===== config.mk =====
export PLATFORM = sky130hd
export DESIGN_NAME = fetch_unit_flat
export DESIGN_NICKNAME = d
export VERILOG_FILES = /design/src/rtl/fetch_unit_if.sv /design/src/rtl/fetch_unit.sv /design/src/flat_wrapper.sv
export SDC_FILE = /design/constraint.sdc
export NUM_CORES = 1
export LEC_CHECK = 0
export CORE_ASPECT_RATIO = 2
export CORE_MARGIN = 3
export CORE_UTILIZATION = 45
export CTS_CLUSTER_SIZE = 8
export DETAILED_ROUTE_END_ITERATION = 10
export PLACE_DENSITY = 0.86
export SLEW_MARGIN = 5
export SYNTH_ARGS = -nofsm -noshare
export SYNTH_HDL_FRONTEND = slang
export SYNTH_SLANG_ARGS = --single-unit

===== constraint.sdc =====
create_clock -name clk -period 6.3 [get_ports clk]
set_input_delay 1.26 -clock clk [delete_from_list [all_inputs] [get_ports clk]]
set_output_delay 1.26 -clock clk [all_outputs]
set_load 0.02 [all_outputs]

===== src/rtl/fetch_unit_if.sv =====
// Instruction-memory request/response bus: single-outstanding req/gnt, then rvalid/rdata.
interface fetch_unit_if #(
    parameter int DATA_WIDTH = 32
);
    logic                  imem_req;
    logic [DATA_WIDTH-1:0] imem_addr;
    logic                  imem_gnt;
    logic                  imem_rvalid;
    logic [DATA_WIDTH-1:0] imem_rdata;

    modport master (
        output imem_req,
        output imem_addr,
        input  imem_gnt,
        input  imem_rvalid,
        input  imem_rdata
    );

    modport slave (
        input  imem_req,
        input  imem_addr,
        output imem_gnt,
        output imem_rvalid,
        output imem_rdata
    );
endinterface


===== src/rtl/fetch_unit.sv =====
// RV32I instruction-fetch stage: owns the PC, fetches one instruction at a time over the
// imem bus, redirects on Execute-resolved branches and feeds IF/ID (NOP bubble when idle).
module fetch_unit #(
    parameter int                    DATA_WIDTH = 32,
    parameter logic [DATA_WIDTH-1:0] RESET_PC   = '0,
    parameter logic [DATA_WIDTH-1:0] NOP_INSTR  = 32'h0000_0013
) (
    input  logic                  clk,
    input  logic                  rst,
    input  logic                  stall,
    input  logic                  PCSrcE,
    input  logic [DATA_WIDTH-1:0] PCTargetE,
    fetch_unit_if.master          imem,
    output logic [DATA_WIDTH-1:0] instr,
    output logic [DATA_WIDTH-1:0] PCf,
    output logic [DATA_WIDTH-1:0] PCPlus4F,
    output logic                  InstrValidF
);

    typedef enum logic [1:0] {REQ, WAIT, HOLD} state_t;

    state_t                state, state_d;
    logic [DATA_WIDTH-1:0] pc_q, pc_d;
    logic [DATA_WIDTH-1:0] buf_q, buf_d;
    logic                  discard_q, discard_d;
    logic [DATA_WIDTH-1:0] redirect_pc;

    // Branch targets are forced word-aligned.
    assign redirect_pc = PCTargetE & ~DATA_WIDTH'(3);

    assign PCf            = pc_q;
    assign PCPlus4F       = pc_q + DATA_WIDTH'(4);
    assign imem.imem_addr = pc_q;
    assign imem.imem_req  = (state == REQ) && !PCSrcE && !rst;

    always_ff @(posedge clk or posedge rst) begin
        if (rst) begin
            state     <= REQ;
            pc_q      <= RESET_PC;
            discard_q <= 1'b0;
            buf_q     <= '0;
        end else begin
            state     <= state_d;
            pc_q      <= pc_d;
            discard_q <= discard_d;
            buf_q     <= buf_d;
        end
    end

    always_comb begin
        state_d     = state;
        pc_d        = pc_q;
        buf_d       = buf_q;
        discard_d   = discard_q;
        InstrValidF = 1'b0;
        instr       = NOP_INSTR;

        if (PCSrcE) begin
            pc_d = redirect_pc;
            // A response still in flight belongs to the squashed path: wait it out and drop it.
            if (state == WAIT && !imem.imem_rvalid) begin
                state_d   = WAIT;
                discard_d = 1'b1;
            end else begin
                state_d   = REQ;
                discard_d = 1'b0;
            end
        end else begin
            unique case (state)
                REQ: begin
                    if (imem.imem_gnt) state_d = WAIT;
                end
                WAIT: begin
                    if (imem.imem_rvalid) begin
                        if (discard_q) begin
                            discard_d = 1'b0;
                            state_d   = REQ;
                        end else begin
                            InstrValidF = 1'b1;
                            instr       = imem.imem_rdata;
                            if (!stall) begin
                                pc_d    = pc_q + DATA_WIDTH'(4);
                                state_d = REQ;
                            end else begin
                                buf_d   = imem.imem_rdata;
                                state_d = HOLD;
                            end
                        end
                    end
                end
                HOLD: begin
                    InstrValidF = 1'b1;
                    instr       = buf_q;
                    if (!stall) begin
                        pc_d    = pc_q + DATA_WIDTH'(4);
                        state_d = REQ;
                    end
                end
                default: state_d = REQ;
            endcase
        end
    end

endmodule


===== src/flat_wrapper.sv =====
// flat-port wrapper written by rule: the top's interface ports become plain ports
module fetch_unit_flat 
#(
    parameter int                    DATA_WIDTH = 32,
    parameter logic [DATA_WIDTH-1:0] RESET_PC   = '0,
    parameter logic [DATA_WIDTH-1:0] NOP_INSTR  = 32'h0000_0013
)
  (clk, rst, stall, PCSrcE, PCTargetE, instr, PCf, PCPlus4F, InstrValidF, imem_imem_req, imem_imem_addr, imem_imem_gnt, imem_imem_rvalid, imem_imem_rdata);
  fetch_unit_if #(.DATA_WIDTH(DATA_WIDTH)) imem_i ();
  input  logic clk;
  input  logic rst;
  input  logic stall;
  input  logic PCSrcE;
  input  logic [DATA_WIDTH-1:0] PCTargetE;
  output logic [DATA_WIDTH-1:0] instr;
  output logic [DATA_WIDTH-1:0] PCf;
  output logic [DATA_WIDTH-1:0] PCPlus4F;
  output logic InstrValidF;
  output wire logic [$bits(imem_i.imem_req)-1:0] imem_imem_req;
  output wire logic [$bits(imem_i.imem_addr)-1:0] imem_imem_addr;
  input wire logic [$bits(imem_i.imem_gnt)-1:0] imem_imem_gnt;
  input wire logic [$bits(imem_i.imem_rvalid)-1:0] imem_imem_rvalid;
  input wire logic [$bits(imem_i.imem_rdata)-1:0] imem_imem_rdata;
  assign imem_imem_req = imem_i.imem_req;
  assign imem_imem_addr = imem_i.imem_addr;
  assign imem_i.imem_gnt = imem_imem_gnt;
  assign imem_i.imem_rvalid = imem_imem_rvalid;
  assign imem_i.imem_rdata = imem_imem_rdata;
  fetch_unit #(.DATA_WIDTH(DATA_WIDTH), .RESET_PC(RESET_PC), .NOP_INSTR(NOP_INSTR)) u_core (.clk(clk), .rst(rst), .stall(stall), .PCSrcE(PCSrcE), .PCTargetE(PCTargetE), .imem(imem_i), .instr(instr), .PCf(PCf), .PCPlus4F(PCPlus4F), .InstrValidF(InstrValidF));
endmodule

## Word level (Yosys, flattened, before mapping)

Index checks and enable logic that the tools add are counted.

| word-level totals | value |
|---|---|
| flip-flop bits (word level) | 67 |
| bits of input ports | 70 |

| cells by class | value |
|---|---|
| add/subtract/negate cells | 1 |
| equal/unequal tests | 6 |
| muxes and demuxes | 25 |
| bitwise logic cells | 2 |
| reduce and logical (&&, ||, !) cells | 14 |

Operator list:

| cell | count |
|---|---|
| 32-bit 2-to-1 mux | 7 |
| 32-bit one-hot mux with 2 select lines | 2 |
| 32-bit by 3-bit adder with 32-bit output (second input constant) | 1 |
| 2-bit 2-to-1 mux | 6 |
| 3-bit inequality test (second input constant) | 4 |
| 1-bit 2-to-1 mux | 8 |
| 2-bit one-hot mux with 3 select lines | 1 |
| 3-bit AND reduction | 2 |
| 5-bit AND reduction | 1 |
| 2-bit nonzero test | 2 |
| 1-bit logical AND | 3 |
| 1-bit logical NOT | 3 |
| 3-bit nonzero test | 1 |
| 2-bit by 1-bit == test with 1-bit output (second input constant) | 1 |
| 2-bit == test (second input constant) | 1 |
| 2-bit logical NOT | 1 |
| 1-bit NOT | 2 |
| 1-bit one-hot mux with 2 select lines | 1 |
| 2-bit AND reduction | 1 |

## Longest topological paths before layout

| depth | value |
|---|---|
| depth in word-level cells | 6 |
| depth in mapped cells | 10 |
| gate-level depth less buffers | 7 |

## Worst setup path after synthesis

No wires, ideal clock.

| timing path | value |
|---|---|
| path kind | reg2out |
| start point | register u_core.pc_q[2] (netlist: u_core.PCf[2]) |
| end point | output port PCPlus4F[30] |
| data arrival time | 2257 ps |
| data required time | 5040 ps |
| setup slack | 2783 ps |
| cell stages (with the launch flop) | 8 |
| buffers on the path | 2 |
| cell sequence | dfrtp_1 ha_1 clkbuf_1 inv_1 or4_4 buf_6 nor3_1 xor2_1 |

| between the ends | value |
|---|---|
| cells in the longest elaborated chain, start to end | 1 |

Ends and longest elaborated chain:

| item | RTL line | text |
|---|---|---|
| start: declaration | fetch_unit.sv:23 | `logic [DATA_WIDTH-1:0] pc_q, pc_d;` |
| start signal: assignment | fetch_unit.sv:44 | `pc_q <= pc_d;` |
| 32-bit by 3-bit adder with 32-bit output | fetch_unit.sv:32 | `assign PCPlus4F = pc_q + DATA_WIDTH'(4);` |
| end: declaration | flat_wrapper.sv:17 | `output logic [DATA_WIDTH-1:0] PCPlus4F;` |

No other way between the ends.

## Worst setup path in the final report

| timing path | value |
|---|---|
| start point | input port imem_imem_rvalid |
| end point | output port instr[14] |

| between the ends | value |
|---|---|
| cells in the longest elaborated chain, start to end | 3 |

Ends and longest elaborated chain:

| item | RTL line | text |
|---|---|---|
| start: declaration | flat_wrapper.sv:22 | `input wire logic [$bits(imem_i.imem_rvalid)-1:0] imem_imem_rvalid;` |
| 32-bit 2-to-1 mux | fetch_unit.sv:74 | `if (imem.imem_rvalid) begin` |
| 32-bit one-hot mux with 2 select lines | fetch_unit.sv:69 | `unique case (state)` |
| 32-bit 2-to-1 mux | fetch_unit.sv:58 | `if (PCSrcE) begin` |
| end: declaration | flat_wrapper.sv:15 | `output logic [DATA_WIDTH-1:0] instr;` |

No other way between the ends.

==> results.ini <==
[synthesis]
syn_avg_cell_area_um2=8.95
synth_top_family_by_area=simple AND/OR/NAND/NOR gates
synth-xor-area-share_pct=11.5
ys_warn_count=0
synthSimpleGateAreaFrac_pct=19.5
ys_seq_elements=65
synth_edf_count=0
syn-instance-count=484
ys.flop_type=dfrtp_1
synth_seq_area_share_pct=37.6
async_reset_ff_share_pct=100
synthMuxAreaShare_pct=8.55
synth_compound_area_share_pct=10.3
syn-cell-area_um2=4330
yosys.area_share.adder_pct=1.16
synth_cell_types=40

[place]
hpwl_mm=9.45
gp_congestion=0.804
port_buffers=191

[drt]
drt-wirelength-per-cell_um=17.5
first_pass_iters=4
wl_mm=12.9
drcViolationCount=0
dr.first_iter.drc_count=181
avgViaCountPerCell=5.52
antenna_left=0
num_vias=4043

[global_route]
top_usage_layer=met2
met3_usage_pct=6.15
antenna_found_initial=0
grt_use_met2_pct=41.7
overflow=0
grt_max_degree=68
grt_pass1_wl_mm=19.8
grtUsageTotal_pct=23.6
grt_use_met1_pct=25.7
grt_pass1_vias=4031

[critical_path]
cp.required_ns=5.04
crit_start=imem_imem_rvalid
rr_worst_depth=7
crit_top_cell=clkdlybuf4s50_1
critPathMaxStageDelay_ns=0.65
critical_path_class=in2out
worstPathCellList=clkdlybuf4s50_1 > nand2b_1 > nor2_2 > buf_4 > a22oi_1 > nor2_1 > clkdlybuf4s50_1
arrival_ns=3.30
start_kind=input port
crit_path_top_delay_cell=clkdlybuf4s50_1
regToRegStartpoint=u_core.state[0]
end_kind=output pin
worstPathMaxFanout=30

[pwr]
cellPowerDensity_nw_per_um2=280
p_leak_nw=2.42
ir_worst_vdd_uv=237

[cts]
cts_root_buffer=clkbuf_16
post_cts.repair.setup_buffers=0
cts_resized=0
cts.hold.buffers_added=0
clk-insertion-delay-late_ns=0.33
cts_tree=built
htreeDepth=3
cts.clk_slew.worst_paths_ns=0.05
cts.sinks=65
cts_buffer_depth=2
cts_buffers=9

[timing]
period_minus_slack_ns=4.56
hold_viol_final=0
slew_headroom_pct=14.8
rsz0062_at_grt=no
setup_violations=0
drv_slew=0
tns_ns=0
fin_crit_sh_pct=72.3
max_freq_ghz=0.219
tightest_slew_ns=1.28
skew_ns=0.00862
whs_ns=0.508

[worst_hold_path]
min_delay_path_depth=1
hp-start=u_core.buf_q[15]
hold_class=reg2reg

[status]
outcome=finished, final reports clean

[final_layout]
fin_nets=698
fillCellCount=726
diodes=0
area_growth_pct=46.6
drive_above_1_share_pct=11.1

[floorplanning]
start_util_pct=46.2
num_rows=50
die_x_um=75.4
top_level_ports=200
chipHeight_um=145
core-area_um2=9380
die-area_um2=10900

[flow_run]
max_cap_violations=0

metal layers:
| metal | vias up | share of wire [%] |
|---|---|---|
| met5 | - | 0 |
| met4 | 0 | 2.9 |
| met3 | 29 | 7.0 |
| met2 | 173 | 54 |
| met1 | 1958 | 37 |
| li1 | 1883 | - |
flip-flops by register name, indices dropped and copies added, names as in the netlist:
signal and cells:
u_core.PCf 30, u_core.buf_q 32, u_core.state 2, u_core.discard_q 1
kinds of logic after synthesis:
kind of cell / after synthesis
compound gates: 74
xor+xnor: 57
fa+ha+maj: 4
buf+inv: 86
flops: 65
mux: 33
other cells: 1
simple gates: 164
layout by cell type, fill, tap and decap left out, types with 2 or more instances in the layout:
cell	n
or3_1	3
or4_4	2
nand3_1	17
bufinv_16	3
or2_2	2
buf_4	6
o21ai_1	7
nand2_1	47
nor3_2	2
inv_1	12
conb_1	6
nand2b_1	3
nor2_1	48
or4_1	2
xnor2_1	37
xor2_1	20
o21ai_0	28
clkdlybuf4s50_1	190
clkbuf_16	9
mux2_2	32
a22oi_1	29
ha_1	3
a21oi_1	8
dfrtp_1	65
nor3_1	13
nor4_2	2
nand4_1	12
nor4_4	3
cell type report:
class	instances	area, µm²	area share (%)
clock buffers	11	243	3.82
multi-input cells	338	2250	35.4
clock inverters	5	103	1.62
well taps	104	130	2.05
flip-flops and latches	65	1630	25.6
inverters	13	48.8	0.769
repair buffers	197	1950	30.7
stage by stage:
stage / std cells / cell area [µm²] / worst slack [ns] / util [%] / power (mW)
floorplan: 489 / 4350 / 2.78 / - / 0.972
global placement: 717 / 6000 / 1.80 / 63.9 / 1.17
detailed placement: 717 / 6000 / 1.75 / 63.9 / 1.20
CTS: 733 / 6350 / 1.69 / 67.6 / 1.79
global route: 733 / 6350 / 1.37 / 67.7 / 1.86
finish: 733 / 6350 / 1.74 / 67.7 / 1.77
cells in the mapped netlist (3+ instances only):
master    number  area share [%]
inv_1         13             1.1
o21ai_0       28             3.2
o21ai_1        7            0.81
a22oi_1       29             5.0
a21oi_1        8            0.92
clkbuf_2       3            0.35
nand2b_1       3            0.43
mux2_2        32             8.3
nor3_1        13             1.5
nor4_4         3             1.5
buf_2          9             1.0
dfrtp_1       65              38
nand4_1       12             1.7
or3_1          3            0.43
nand3_1       17             2.0
buf_4         36             6.2
ha_1           4             1.2
xnor2_1       37             7.5
clkbuf_1      22             1.9
nor2_1        49             4.2
xor2_1        20             4.0
nand2_1       47             4.1
worst max-delay path, delay by kind of cell:
family          cells  cell delay, ns
buf+inv             3            1.48
simple gates        3            0.42
compound gates      1            0.12
report_power, final:
part           switching [mW]  leakage (nW)  total, mW  internal (mW)
registers               0.102         0.799      0.641          0.539
logic                   0.270          1.46      0.553          0.283
clock network           0.184         0.166      0.581          0.397
worst paths after layout:
kind                       slack, ns          endpoint
max in group asynchronous       3.92    u_core.PCf[21]
setup / recovery                1.74         instr[14]
hold / removal                  0.51  u_core.buf_q[15]
setup reg to reg                3.69    u_core.PCf[12]
hold reg to reg                 0.51  u_core.buf_q[15]
min in group asynchronous       1.44     u_core.PCf[4]
(Power assumes the default switching activity.)
==> RTL change 1, RTL diff (same flow settings) <==
`DATA_WIDTH` is set to 32 in 3 places; all go to 36.
--- a/src/rtl/fetch_unit_if.sv
+++ b/src/rtl/fetch_unit_if.sv
@@ -2,3 +2,3 @@
 interface fetch_unit_if #(
-    parameter int DATA_WIDTH = 32
+    parameter int DATA_WIDTH = 36
 );
--- a/src/rtl/fetch_unit.sv
+++ b/src/rtl/fetch_unit.sv
@@ -3,3 +3,3 @@
 module fetch_unit #(
-    parameter int                    DATA_WIDTH = 32,
+    parameter int                    DATA_WIDTH = 36,
     parameter logic [DATA_WIDTH-1:0] RESET_PC   = '0,
--- a/src/flat_wrapper.sv
+++ b/src/flat_wrapper.sv
@@ -3,3 +3,3 @@
 #(
-    parameter int                    DATA_WIDTH = 32,
+    parameter int                    DATA_WIDTH = 36,
     parameter logic [DATA_WIDTH-1:0] RESET_PC   = '0,
Ports: changed (6 resized); port bits go from 200 to 224. The function was not compared with the original's and may differ.
==> RTL change 1 against the original RTL <==
Sequential cell count increased by 8; sequential power is 15% higher; routed wire length grew 29%; synthesized area rose by 18%; sequential share of layout area is 0.71 points lower; setup slack lost 0.42 ns; worst hold slack improved by 0.0034 ns; total power grew 7.1%; first-iteration DRC count grew 73%; cell area grew 15%; largest cell class unchanged.
==> RTL change 1: results (changes against the original RTL) <==
| Metric | Value |
|---|---|
| Cells after Synth | 577 (was 484) |
| Placer Congestion | 0.926 (was 0.804) |
| Reg-to-Reg End | u_core.PCf[24] (was u_core.PCf[12]) |
| Reg2Reg Depth | 6 (was 7) |
| Synth unique cells | 52 (was 40) |
| Outcome | complete, no violations (unchanged) |
| Final setup margin | 1.32 ns (was 1.74 ns) |
| Worst R2R Start | u_core.state[1] (was u_core.state[0]) |
| Final Skew | 0.00599 ns (was 0.00862 ns) |
| Hold Path End | u_core.buf_q[20] (was u_core.buf_q[15]) |
| DP HPWL | 12.6 mm (was 9.45 mm) |
| GRT Total Usage | 26.8% (was 23.6%) |
| Total wire length | 16.5 mm (was 12.9 mm) |
| Vias per inst | 5.82 (was 5.52) |
| Top post-synthesis cells by count | dfrtp_1 (73), nor2_1 (71), buf_4 (40) (was dfrtp_1 (65), nor2_1 (49), nand2_1 (47)) |
| Pin count of the biggest net entering global routing | 74 (was 68) |
| Area contributors post-synth | dfrtp_1 (36%), mux2_2 (8.0%), buf_4 (5.9%) (was dfrtp_1 (38%), mux2_2 (8.3%), xnor2_1 (7.5%)) |
| Initial DRC Count | 313 (was 181) |
| CP max FO | 30 (unchanged) |
| Area post-placement | 7040 um^2 (was 6000 um^2) |
| Arr. time, crit path | 3.72 ns (was 3.30 ns) |
| Fraction of layout cells with a size suffix above 1 | 9.74% (was 11.1%) |
| Leakage | 2.71 nW (was 2.42 nW) |
| Number of flip-flops in the largest register | 36 (was 32) |
| Cell count after placement | 864 (was 717) |
| Reg-to-reg setup timing slack | 3.24 ns (was 3.69 ns) |
| Drt first pass iters | 5 (was 4) |
| First-pass GRT wire length | 26.6 mm (was 19.8 mm) |
| Post-cts resize count | 0 (unchanged) |
| Final hold slack | 0.512 ns (was 0.508 ns) |
| Maximum VDD drop | 0.175 mV (was 0.237 mV) |
| NumNets Final | 817 (was 698) |
| Wire per inst | 18.8 um (was 17.5 um) |
| Buffers added on ports | 215 (was 191) |
| HP Start | u_core.buf_q[20] (was u_core.buf_q[15]) |
| Sequential area share after synthesis | 35.8% (was 37.6%) |
| Max_slew headroom | 19.9% (was 14.8%) |
| # fillers | 878 (was 726) |
| Vias in the first global route | 5419 (was 4031) |
[RTL change 1: power breakdown]
| group | leakage [nW] | switching, mW | internal [mW] |
|---|---|---|---|
| clock network | 0.138 | 0.206 | 0.306 |
| registers | 0.868 | 0.123 | 0.611 |
| logic | 1.70 | 0.321 | 0.334 |
[RTL change 1: worst max-delay path by stage]
stage                         end   start  cells past startpoint
detailed placement       instr[1]  PCSrcE                      8
CTS                      instr[4]  PCSrcE                      8
finish                   instr[4]  PCSrcE                      8
global placement         instr[0]  PCSrcE                      8
global route             instr[1]  PCSrcE                      8
floorplan           imem_imem_req     rst                      2
[RTL change 1: worst max-delay path, stage by stage]
cell,delay [ns]
clkdlybuf4s50_1,0.45
buf_4,0.29
inv_1,0.10
nand2_1,0.50
buf_4,0.34
a21oi_1,0.06
nand2_1,0.08
clkdlybuf4s50_1,0.62
[RTL change 1: logic make-up after synthesis]
kind of cell	share of synthesized area, %
AOI/OAI and AO/OA	16.4
xor gates and xnor gates	6.87
adders and majority gates	0.982
buffers and inverters	10.6
DFF	35.8
muxes	8.35
other	0.0736
and+or+nand+nor	20.9
[RTL change 1: per-layer routing]
metal | up-vias | part of all wire [%] | track usage [%]
met1 | 2468 | 34 | 26.3
met3 | 42 | 6.6 | 5.65
met2 | 225 | 56 | 51.2
li1 | 2382 | - | -
met4 | 0 | 3.1 | 12.3
met5 | - | 0 | 0
[RTL change 1: cell type report]
class	count	area (um^2)	share of cell area, %
multi-input combinational	412	2770	37.7
clock buffer	9	225	3.07
tap	140	175	2.39
clock inverter	6	67.6	0.922
inverter	16	60.1	0.819
sequential	73	1830	24.9
timing repair buffer	223	2210	30.2
==> RTL change 2, RTL diff (same settings) <==
Made on the original files. Reset style: synchronous (`rst`), changed in one clocked block.
--- a/src/rtl/fetch_unit.sv
+++ b/src/rtl/fetch_unit.sv
@@ -35,3 +35,3 @@
 
-    always_ff @(posedge clk or posedge rst) begin
+    always_ff @(posedge clk) begin
         if (rst) begin
Formal check against the unedited RTL: differs if rst is asserted again (counterexample within 4 cycles, from zero or initial values and one cycle with rst high); with rst held inactive, the same outputs for 4 cycles.
==> RTL change 2 against the original RTL <==
Routed wire length is 15% higher; cell area is 0.28% lower; total power is 29% lower; setup slack worse by 0.55 ns; sequential cell count stayed put; combinational power is 48% lower; synthesized area is 0.26% higher; count of clock-buffer cells in the layout is 3 higher; sequential power is 28% lower; critical path type unchanged.
==> RTL change 2: results (changes against the original RTL) <==
| Metric | Value |
|---|---|
| Postcts setup bufs | 0 (unchanged) |
| DP HPWL | 10.6 mm (was 9.45 mm) |
| Maximum VDD drop | 0.252 mV (was 0.237 mV) |
| NumNets Final | 801 (was 698) |
| Total wire length | 14.7 mm (was 12.9 mm) |
| Met3 usage | 4.92% (was 6.15%) |
| Placer Congestion | 0.894 (was 0.804) |
| CP max FO | 27 (was 30) |
| Drt first pass iters | 6 (was 4) |
| Initial DRC Count | 575 (was 181) |
| CTS clk-pin slew, worst paths | 0.05 ns (about the same) |
| # fillers | 786 (was 726) |
| GRT Total Usage | 27.0% (was 23.6%) |
| Sw power | 0.357 mW (was 0.556 mW) |
| First-pass GRT wire length | 23.7 mm (was 19.8 mm) |
| Vias | 4997 (was 4043) |
| Top post-synthesis cells by count | nand2_1 (91), nor2_1 (66), dfxtp_1 (65) (was dfrtp_1 (65), nor2_1 (49), nand2_1 (47)) |
| Fraction of layout cells with a size suffix above 1 | 4.24% (was 11.1%) |
| Vias in the first global route | 4901 (was 4031) |
| Outcome | complete, no violations (unchanged) |
| GRT met1 Usage | 28.2% (was 25.7%) |
| Met2 usage | 48.9% (was 41.7%) |
| Final Skew | 0.00504 ns (was 0.00862 ns) |
| Inserted Clock Buffers | 9 (unchanged) |
| Area contributors post-synth | dfxtp_1 (30%), nand2_1 (7.9%), buf_4 (6.2%) (was dfrtp_1 (38%), mux2_2 (8.3%), xnor2_1 (7.5%)) |
| Slew @ Worst Pin | 1.23 ns (was 1.28 ns) |
| Synth unique cells | 51 (was 40) |
| Sequential area share after synthesis | 30.0% (was 37.6%) |
| FFs w/ async S/R, synth | 0% (was 100%) |
| Leakage | 2.11 nW (was 2.42 nW) |
| Arr. time, crit path | 3.85 ns (was 3.30 ns) |
| Pin count of the biggest net entering global routing | 73 (was 68) |
| Setup-failing EPs final | 0 (unchanged) |
RTL change 2: cell type report:
type	instances	area (um^2)	area share (%)
Multi-Input combinational cell	435	2560	40.4
Timing Repair Buffer	200	1970	31.2
Sequential cell	65	1300	20.6
Clock buffer	14	274	4.33
Tap cell	104	130	2.06
Inverter	15	56.3	0.889
Clock inverter	2	35.0	0.553
RTL change 2: metrics by stage:
stage	worst slack (ns)	cell area, um^2	power (mW)	cells	util [%]
after detailed placement	1.17	6020	0.759	819	64.1
after global placement	1.19	6020	0.752	819	64.1
final	1.19	6330	1.27	835	67.5
after CTS	1.17	6330	1.27	835	67.4
after floorplan	2.64	4360	0.623	599	-
after global routing	1.02	6330	1.32	835	67.5
RTL change 2: kinds of logic (layout without fill, tap and decap cells):
group	after synthesis	count (layout)	synth area share [%]
AO/OA/AOI/OAI	137	137	21.6
XOR/XNOR	31	31	6.25
adder cells (fa/ha/maj)	5	5	1.44
buffers and inverters	99	231	11.8
flip-flops	65	65	30.0
multiplexers	3	3	0.691
other	1	6	0.0863
AND/OR/NAND/NOR	253	253	28.1
RTL change 2: worst max-delay path, stage by stage:
cell and delay [ns]:
clkdlybuf4s50_1 0.54, and3b_1 0.93, buf_4 0.29, a22oi_1 0.07
nor2_1 0.12, clkdlybuf4s50_1 0.64
RTL change 2: power by group through the flow:
stage	Clock, mW	Combinational, mW	Sequential (mW)
after floorplan	0	0.148	0.475
after global placement	0	0.284	0.468
after detailed placement	0	0.289	0.470
after CTS	0.519	0.290	0.461
after global routing	0.543	0.309	0.466
final	0.515	0.290	0.463
RTL change 2: worst paths after layout:
| path | to | cells past startpoint | slack [ns] | from |
|---|---|---|---|---|
| worst max-delay path | instr[3] | 6 | 1.19 | imem_imem_rvalid |
| worst min-delay path | u_core.buf_q[5] | 2 | 0.45 | u_core.buf_q[5] |
| worst max register to register | u_core.buf_q[18] | 7 | 2.81 | u_core.state[1] |
| worst min register to register | u_core.buf_q[5] | 2 | 0.45 | u_core.buf_q[5] |
RTL change 2: routing by layer:
layer	vias to the layer above	wire, um
li1	2345	-
met1	2339	5090
met2	263	8050
met3	50	1010
met4	0	581
met5	-	0
